`src/rtl/riscv_pkg.sv`:
```
// Shared core definitions: datapath width, register file geometry and
// the state encoding of the write-port starvation FSM.
package riscv_pkg;

    localparam int XLEN      = 32;
    localparam int REG_IDX_W = 5;
    localparam int NUM_REGS  = 32;

    typedef enum logic [1:0] {
        IDLE,
        WAIT,
        BUBBLE
    } starve_state_e;

endpackage

```
`src/rtl/regfile_wport_arbiter_if.sv`:
```
// Signal bundle between WB, the multicycle unit, ID hazard control,
// the RegFile write port and the write-port arbiter.
interface regfile_wport_arbiter_if #(
    parameter int XLEN = riscv_pkg::XLEN
);
    import riscv_pkg::*;

    logic                 wb_regwrite;
    logic [REG_IDX_W-1:0] wb_rd;
    logic [XLEN-1:0]      wb_data;

    logic                 mc_issue;
    logic [REG_IDX_W-1:0] mc_issue_rd;
    logic                 mc_valid;
    logic [REG_IDX_W-1:0] mc_rd;
    logic [XLEN-1:0]      mc_data;
    logic                 mc_ready;

    logic                 id_valid;
    logic [REG_IDX_W-1:0] id_rs1;
    logic [REG_IDX_W-1:0] id_rs2;
    logic [REG_IDX_W-1:0] id_rd;
    logic                 id_is_mc;
    logic                 stall_id;
    logic                 bubble_req;

    logic                 rf_regwrite;
    logic [REG_IDX_W-1:0] rf_rd;
    logic [XLEN-1:0]      rf_write_data;
    logic                 sb_overflow;

    modport master (
        output wb_regwrite, wb_rd, wb_data,
        output mc_issue, mc_issue_rd, mc_valid, mc_rd, mc_data,
        input  mc_ready,
        output id_valid, id_rs1, id_rs2, id_rd, id_is_mc,
        input  stall_id, bubble_req,
        input  rf_regwrite, rf_rd, rf_write_data, sb_overflow
    );

    modport slave (
        input  wb_regwrite, wb_rd, wb_data,
        input  mc_issue, mc_issue_rd, mc_valid, mc_rd, mc_data,
        output mc_ready,
        input  id_valid, id_rs1, id_rs2, id_rd, id_is_mc,
        output stall_id, bubble_req,
        output rf_regwrite, rf_rd, rf_write_data, sb_overflow
    );

endinterface

```
`src/rtl/regfile_wport_arbiter_scoreboard.sv`:
```
// Pending-destination scoreboard for multicycle ops: pending bits,
// in-flight counter, sticky overflow flag and ID-stage hazard compare.
module regfile_scoreboard
    import riscv_pkg::*;
#(
    parameter int MAX_OUTSTANDING = 4
) (
    input  logic                 clk,
    input  logic                 reset,
    input  logic                 mc_issue,
    input  logic [REG_IDX_W-1:0] mc_issue_rd,
    input  logic                 mc_fire,
    input  logic [REG_IDX_W-1:0] mc_rd,
    input  logic                 id_valid,
    input  logic [REG_IDX_W-1:0] id_rs1,
    input  logic [REG_IDX_W-1:0] id_rs2,
    input  logic [REG_IDX_W-1:0] id_rd,
    input  logic                 id_is_mc,
    output logic                 stall_id,
    output logic                 sb_overflow
);

    localparam int OW = $clog2(MAX_OUTSTANDING + 1);

    logic [NUM_REGS-1:0] pending_q;
    logic [NUM_REGS-1:0] pending_n;
    logic [OW-1:0]       out_q;
    logic [OW-1:0]       out_n;
    logic                ovf_q;
    logic                full;
    logic                issue_ok;
    logic                haz_rs1;
    logic                haz_rs2;
    logic                haz_rd;

    assign full     = (out_q == OW'(MAX_OUTSTANDING));
    assign issue_ok = mc_issue && !full;

    // Next pending set: completion clears first so a same-cycle issue wins.
    always_comb begin
        pending_n = pending_q;
        if (mc_fire) begin
            pending_n[mc_rd] = 1'b0;
        end
        if (issue_ok && (mc_issue_rd != '0)) begin
            pending_n[mc_issue_rd] = 1'b1;
        end
    end

    // In-flight count: issue and completion cancel, never wraps below zero.
    always_comb begin
        out_n = out_q;
        if (issue_ok && !mc_fire) begin
            out_n = out_q + OW'(1);
        end else if (mc_fire && !issue_ok && (out_q != '0)) begin
            out_n = out_q - OW'(1);
        end
    end

    // Scoreboard state; overflow stays latched until reset.
    always_ff @(posedge clk) begin
        if (reset) begin
            pending_q <= '0;
            out_q     <= '0;
            ovf_q     <= 1'b0;
        end else begin
            pending_q <= pending_n;
            out_q     <= out_n;
            ovf_q     <= ovf_q | (mc_issue && full);
        end
    end

    assign haz_rs1 = pending_q[id_rs1] && (id_rs1 != '0);
    assign haz_rs2 = pending_q[id_rs2] && (id_rs2 != '0);
    assign haz_rd  = pending_q[id_rd] && (id_rd != '0);

    assign stall_id    = id_valid &&
                         (haz_rs1 || haz_rs2 || haz_rd ||
                          (id_is_mc && full));
    assign sb_overflow = ovf_q;

endmodule

```
`src/rtl/regfile_wport_arbiter.sv`:
```
// Single RegFile write port shared by WB (fixed priority) and the
// multicycle completion port, with a starvation bubble request.
module regfile_wport_arbiter
    import riscv_pkg::*;
#(
    parameter int XLEN            = riscv_pkg::XLEN,
    parameter int MAX_OUTSTANDING = 4,
    parameter int STARVE_LIMIT    = 8
) (
    input logic                    clk,
    input logic                    reset,
    regfile_wport_arbiter_if.slave bus
);

    localparam int CW = $clog2(STARVE_LIMIT + 1);

    logic                 wb_act;
    logic                 mc_fire;
    logic                 blocked;
    logic                 rf_we;
    logic [REG_IDX_W-1:0] rf_rd;
    logic [XLEN-1:0]      rf_wd;

    starve_state_e        state_q;
    starve_state_e        state_n;
    logic [CW-1:0]        cnt_q;
    logic [CW-1:0]        cnt_n;
    logic                 bub_q;
    logic                 bub_n;

    assign wb_act  = bus.wb_regwrite && (bus.wb_rd != '0);
    assign mc_fire = bus.mc_valid && !wb_act;
    assign blocked = bus.mc_valid && wb_act;

    // Write-port mux: WB first, then a completing multicycle result.
    always_comb begin
        rf_we = 1'b0;
        rf_rd = '0;
        rf_wd = '0;
        if (wb_act) begin
            rf_we = 1'b1;
            rf_rd = bus.wb_rd;
            rf_wd = bus.wb_data;
        end else if (mc_fire) begin
            rf_we = (bus.mc_rd != '0);
            rf_rd = bus.mc_rd;
            rf_wd = bus.mc_data;
        end
    end

    assign bus.mc_ready      = !wb_act;
    assign bus.rf_regwrite   = rf_we;
    assign bus.rf_rd         = rf_rd;
    assign bus.rf_write_data = rf_wd;

    regfile_scoreboard #(
        .MAX_OUTSTANDING (MAX_OUTSTANDING)
    ) u_sb (
        .clk         (clk),
        .reset       (reset),
        .mc_issue    (bus.mc_issue),
        .mc_issue_rd (bus.mc_issue_rd),
        .mc_fire     (mc_fire),
        .mc_rd       (bus.mc_rd),
        .id_valid    (bus.id_valid),
        .id_rs1      (bus.id_rs1),
        .id_rs2      (bus.id_rs2),
        .id_rd       (bus.id_rd),
        .id_is_mc    (bus.id_is_mc),
        .stall_id    (bus.stall_id),
        .sb_overflow (bus.sb_overflow)
    );

    // Starvation state register.
    always_ff @(posedge clk) begin
        if (reset) begin
            state_q <= IDLE;
            cnt_q   <= '0;
            bub_q   <= 1'b0;
        end else begin
            state_q <= state_n;
            cnt_q   <= cnt_n;
            bub_q   <= bub_n;
        end
    end

    // Count consecutive blocked cycles; any non-blocked cycle resets.
    always_comb begin
        state_n = state_q;
        cnt_n   = cnt_q;
        bub_n   = bub_q;
        unique case (state_q)
            IDLE: begin
                cnt_n = '0;
                bub_n = 1'b0;
                if (blocked) begin
                    cnt_n = CW'(1);
                    if (STARVE_LIMIT <= 1) begin
                        state_n = BUBBLE;
                        bub_n   = 1'b1;
                    end else begin
                        state_n = WAIT;
                    end
                end
            end
            WAIT: begin
                if (!blocked) begin
                    state_n = IDLE;
                    cnt_n   = '0;
                    bub_n   = 1'b0;
                end else begin
                    cnt_n = cnt_q + CW'(1);
                    if (cnt_n == CW'(STARVE_LIMIT)) begin
                        state_n = BUBBLE;
                        bub_n   = 1'b1;
                    end
                end
            end
            BUBBLE: begin
                if (!blocked) begin
                    state_n = IDLE;
                    cnt_n   = '0;
                    bub_n   = 1'b0;
                end
            end
            default: begin
                state_n = IDLE;
                cnt_n   = '0;
                bub_n   = 1'b0;
            end
        endcase
    end

    assign bus.bubble_req = bub_q;

endmodule

```
`src/flat_wrapper.sv`:
```
// flat-port wrapper written by rule: the top's interface ports become plain ports
module regfile_wport_arbiter_flat import riscv_pkg::*;
#(
    parameter int XLEN            = riscv_pkg::XLEN,
    parameter int MAX_OUTSTANDING = 4,
    parameter int STARVE_LIMIT    = 8
)
  (clk, reset, bus_wb_regwrite, bus_wb_rd, bus_wb_data, bus_mc_issue, bus_mc_issue_rd, bus_mc_valid, bus_mc_rd, bus_mc_data, bus_mc_ready, bus_id_valid, bus_id_rs1, bus_id_rs2, bus_id_rd, bus_id_is_mc, bus_stall_id, bus_bubble_req, bus_rf_regwrite, bus_rf_rd, bus_rf_write_data, bus_sb_overflow);
  regfile_wport_arbiter_if #(.XLEN(XLEN)) bus_i ();
  input logic clk;
  input logic reset;
  input wire logic [$bits(bus_i.wb_regwrite)-1:0] bus_wb_regwrite;
  input wire logic [$bits(bus_i.wb_rd)-1:0] bus_wb_rd;
  input wire logic [$bits(bus_i.wb_data)-1:0] bus_wb_data;
  input wire logic [$bits(bus_i.mc_issue)-1:0] bus_mc_issue;
  input wire logic [$bits(bus_i.mc_issue_rd)-1:0] bus_mc_issue_rd;
  input wire logic [$bits(bus_i.mc_valid)-1:0] bus_mc_valid;
  input wire logic [$bits(bus_i.mc_rd)-1:0] bus_mc_rd;
  input wire logic [$bits(bus_i.mc_data)-1:0] bus_mc_data;
  output wire logic [$bits(bus_i.mc_ready)-1:0] bus_mc_ready;
  input wire logic [$bits(bus_i.id_valid)-1:0] bus_id_valid;
  input wire logic [$bits(bus_i.id_rs1)-1:0] bus_id_rs1;
  input wire logic [$bits(bus_i.id_rs2)-1:0] bus_id_rs2;
  input wire logic [$bits(bus_i.id_rd)-1:0] bus_id_rd;
  input wire logic [$bits(bus_i.id_is_mc)-1:0] bus_id_is_mc;
  output wire logic [$bits(bus_i.stall_id)-1:0] bus_stall_id;
  output wire logic [$bits(bus_i.bubble_req)-1:0] bus_bubble_req;
  output wire logic [$bits(bus_i.rf_regwrite)-1:0] bus_rf_regwrite;
  output wire logic [$bits(bus_i.rf_rd)-1:0] bus_rf_rd;
  output wire logic [$bits(bus_i.rf_write_data)-1:0] bus_rf_write_data;
  output wire logic [$bits(bus_i.sb_overflow)-1:0] bus_sb_overflow;
  assign bus_i.wb_regwrite = bus_wb_regwrite;
  assign bus_i.wb_rd = bus_wb_rd;
  assign bus_i.wb_data = bus_wb_data;
  assign bus_i.mc_issue = bus_mc_issue;
  assign bus_i.mc_issue_rd = bus_mc_issue_rd;
  assign bus_i.mc_valid = bus_mc_valid;
  assign bus_i.mc_rd = bus_mc_rd;
  assign bus_i.mc_data = bus_mc_data;
  assign bus_mc_ready = bus_i.mc_ready;
  assign bus_i.id_valid = bus_id_valid;
  assign bus_i.id_rs1 = bus_id_rs1;
  assign bus_i.id_rs2 = bus_id_rs2;
  assign bus_i.id_rd = bus_id_rd;
  assign bus_i.id_is_mc = bus_id_is_mc;
  assign bus_stall_id = bus_i.stall_id;
  assign bus_bubble_req = bus_i.bubble_req;
  assign bus_rf_regwrite = bus_i.rf_regwrite;
  assign bus_rf_rd = bus_i.rf_rd;
  assign bus_rf_write_data = bus_i.rf_write_data;
  assign bus_sb_overflow = bus_i.sb_overflow;
  regfile_wport_arbiter #(.XLEN(XLEN), .MAX_OUTSTANDING(MAX_OUTSTANDING), .STARVE_LIMIT(STARVE_LIMIT)) u_core (.clk(clk), .reset(reset), .bus(bus_i));
endmodule
```
`config.mk`:
```
export PLATFORM = sky130hd
export DESIGN_NAME = regfile_wport_arbiter_flat
export DESIGN_NICKNAME = d
export VERILOG_FILES = /design/src/rtl/riscv_pkg.sv /design/src/rtl/regfile_wport_arbiter_if.sv /design/src/rtl/regfile_wport_arbiter_scoreboard.sv /design/src/rtl/regfile_wport_arbiter.sv /design/src/flat_wrapper.sv
export SDC_FILE = /design/constraint.sdc
export NUM_CORES = 1
export LEC_CHECK = 0
export ABC_AREA = 1
export CORE_ASPECT_RATIO = 0.8
export CORE_UTILIZATION = 44
export CTS_CLUSTER_SIZE = 28
export DETAILED_ROUTE_END_ITERATION = 10
export PLACE_DENSITY_LB_ADDON = 0.12
export SLEW_MARGIN = 0
export SYNTH_ARGS = -nofsm -noshare
export SYNTH_HDL_FRONTEND = slang
export SYNTH_SLANG_ARGS = --single-unit
```
`constraint.sdc`:
```
create_clock -name clk -period 3.17 [get_ports clk]
set_input_delay 0.951 -clock clk [delete_from_list [all_inputs] [get_ports clk]]
set_output_delay 0.951 -clock clk [all_outputs]
set_load 0.02 [all_outputs]
```
==> impl_results.md <==
* Status: finished, violations left
* Violations in the final reports: setup timing
* Commonest cells in the netlist: 187 x nand2_1, 71 x inv_1, 68 x nand3_1
* Fin util at 0.746
* Height of the die at between 80 and 90 um
* Final Slew Violations at 0
* Layout cells sized above 1 at 0.197
* Worst Setup End Kind: output pin
* Sequential share of the synthesized area at 0.247
* Dpl hpwl at 10800 um
* Largest net degree at the start of global routing at 33
* Number of synthesized flops with an enable pin at 0
* Synth Cell Area at 3480 sq um
* #FFs+latches synth at 43
* Hold WS at 0.457 ns
* Core Rows at 28
* Number of synthesis warnings at 0
* Unrepaired setup endpoints after global routing: yes
* Synth top area cells: dfxtp_1 25%, nand2_1 20%, nand3_1 9.8%, a22o_1 8.0%, inv_1 7.6%
* Number of buffers created by CTS at 5
* Initial antenna violation count at 1
* Comb pwr share at 0.392
* Area leader, netlist: dfxtp_1
* Area delta synth->final at 61.3%
* Max-Cap Viols at 0
* Worst-case clock skew at 0.00688 ns
* Syn_area_per_cell at ~6 sq um
* Post-synth top area share at 0.247
* Final std cells w/o fill at 876
* Clock H-tree levels at 2
* Clock sinks at 43
* Clock Latency Late Sink at around 0.30 ns
* Max clock buf depth at 2
* Syn Nets at slightly below 700
* Worst hold start: u_core.bus.bubble_req$_SDFFE_PP0P_
* Core area at between 7000 and 8000 sq um
* Routed Wire Length at about 14000 um
* Period utilization at 1.01
* Sequential Power Share at 0.336
* Overall power at about 0.0017 W
* Maximum VDD drop at between 0.3 and 0.4 mV
* Avg Vias per Cell at about 5.4
* Vias in the first global route at between 4000 and 5000
* DIE AREA at 8280 sq um
* Synth Flop Type: dfxtp_1
* Most frequent cell after synthesis: nand2_1
* Worst-path clk slew at ~0.09 ns
* CTS root buf: clkbuf_8
* Io pins at ~140
* Crit Path Class: in -> out
* First-pass DRT Iterations at 4
* PwrDens at 302 nW/um^2
* Switch share at 0.328
* Antenna viol nets, final at 0
* Switching power at between 0.0005 and 0.0006 W
* Starting DRT DRC Count at 456
* Max Freq at between 0.3 and 0.4 GHz
* CTS tree: done
* Nets@finish at approximately 870
* Worst relative slew slack at 0.480
* Worst flop-to-flop path startpoint: u_core.u_sb.out_q[0]$_SDFFE_PP0P_
* Static leakage at 2.69 nW
* Number of port buffers at between 100 and 150
* Int Pwr at around 0.0011 W
* Gr usage total at 0.338
* PnR worst setup slack at -0.0436 ns
* Critical Path AT at ~2.3 ns
* Final setup vio count at 1
* Distinct cells, synth at 38
* Drt wl/cell at ~16 um
* Startpoint Class: input pin
* First-pass GRT wire length at ~22000 um
* Async SR Flop Fraction at 0
* Min cycle time layout at 3.21 ns
* Placer Congestion at between 0.9 and 1
* Final-report hold violation count at 0
* Clock Power Share at 0.272
* Synthesized instance count at 582
* Drt drc at 0
* Inst Count DP at between 800 and 900
* Required time worst endpoint at around 2.2 ns
* Starting Density at 0.463
* Vias at about 4800
* Die W at 101 um
* Worst Max-Slew Pin Slew at 0.777 ns
* CP Max Fanout at 9
* CP startpoint: bus_id_rd[1]
* Total gr overflow at 0
* Worst hold path type: reg -> reg
[through the flow]
| step | setup TNS, ns | cell area [sq um] | worst slack, ns |
|---|---|---|---|
| floorplan | 0 | 3480 | 0.214 |
| CTS | -0.220 | 5510 | -0.220 |
| detailed placement | -22.55 | 5300 | -0.804 |
| global placement | -20.75 | 5300 | -0.788 |
| finish | -0.0436 | 5620 | -0.0436 |
| global route | -0.0877 | 5620 | -0.0808 |
[cell usage in the layout, fill, tap and decap left out, types with 4 or more instances in the layout]
| cell type | instances |
|---|---|
| a21oi_1 | 38 |
| a22o_1 | 31 |
| buf_12 | 9 |
| buf_2 | 21 |
| buf_4 | 45 |
| buf_6 | 17 |
| clkbuf_2 | 6 |
| clkbuf_8 | 6 |
| clkdlybuf4s50_1 | 84 |
| dfxtp_1 | 43 |
| dlymetal6s2s_1 | 8 |
| inv_1 | 66 |
| inv_2 | 6 |
| nand2_1 | 187 |
| nand2_2 | 5 |
| nand3_1 | 66 |
| nor2_1 | 30 |
| nor2_2 | 5 |
| nor3_2 | 4 |
| o21ai_0 | 20 |
| o21ai_1 | 16 |
[critical path, cell delays in order]
cell and delay (ns):
dlygate4sd2_1 0.25, clkinv_1 0.05, buf_6 0.14, nand3_1 0.08, nand2_1 0.10, nand2_1 0.06, nand2_1 0.09, inv_1 0.05
nand2_1 0.06, nand2_1 0.05, nand2_1 0.08, nor2_2 0.04, a21oi_2 0.10, buf_4 0.15
[registers in the layout, summed over array words and instances (netlist names)]
register	flops
u_core.u_sb.out_q	3
u_core.bus.bubble_req	1
u_core.cnt_q	4
u_core.state_q	2
u_core.u_sb.sb_overflow	1
u_core.u_sb.pending_q	32
[final timing paths]
path / end / slack, ns / cells past startpoint
worst max-delay path: bus_stall_id / -0.04 / 14
worst min register to register: u_core.bus.bubble_req$_SDFFE_PP0P_ / 0.46 / 2
worst max register to register: u_core.u_sb.out_q[2]$_SDFFE_PP0P_ / 1.23 / 8
worst min-delay path: u_core.bus.bubble_req$_SDFFE_PP0P_ / 0.46 / 2
[power by group through the flow]
stage               registers [W]  logic, W  clock network, W
floorplan                0.000581  0.000307                 0
global placement         0.000581  0.000612                 0
detailed placement       0.000583  0.000626                 0
CTS                      0.000570  0.000638          0.000462
global route             0.000573  0.000714          0.000489
finish                   0.000570  0.000666          0.000462
[logic make-up (layout without fill, tap and decap cells)]
| kind of cell | after synthesis | after routing | synth area share |
|---|---|---|---|
| and+or+nand+nor | 312 | 312 | 0.387 |
| AOI/OAI and AO/OA | 123 | 123 | 0.223 |
| buffers and inverters | 101 | 289 | 0.131 |
| DFF | 43 | 43 | 0.247 |
| adders and majority gates | 2 | 2 | 0.00934 |
| xor gates and xnor gates | 1 | 1 | 0.00251 |
| other | 0 | 1 | 0 |
[metal layers]
| layer | routed length (um) | GRT usage | vias up | share of wire |
|---|---|---|---|---|
| met5 | 0 | 0 | - | 0 |
| met4 | 115 | 0.0406 | 0 | 0.0080 |
| met3 | 1520 | 0.0587 | 11 | 0.11 |
| met2 | 6730 | 0.596 | 276 | 0.47 |
| met1 | 6060 | 0.446 | 2177 | 0.42 |
| li1 | - | - | 2297 | - |
[final cells by class]
class | count | area, sq um
repair buffers | 202 | 1950
clock inverters | 2 | 38.8
flip-flops and latches | 43 | 861
well taps | 105 | 131
clock buffers | 6 | 82.6
multi-input cells | 438 | 2230
fillers | 627 | 1910
inverters | 78 | 323
repair inverters | 1 | 6.26
diodes | 1 | 2.50
[timing repair]
action                                 in CTS  in global routing
setup buffers                               4                  6
pin swaps                                   9                 10
setup endpoints to repair                  40                 19
hold buffers                                0                  0
endpoints found under the hold margin       0                  0
gates cloned                                4                  1
resized for setup                         210                 46
No activity file was read; power rests on OpenSTA's default activity.
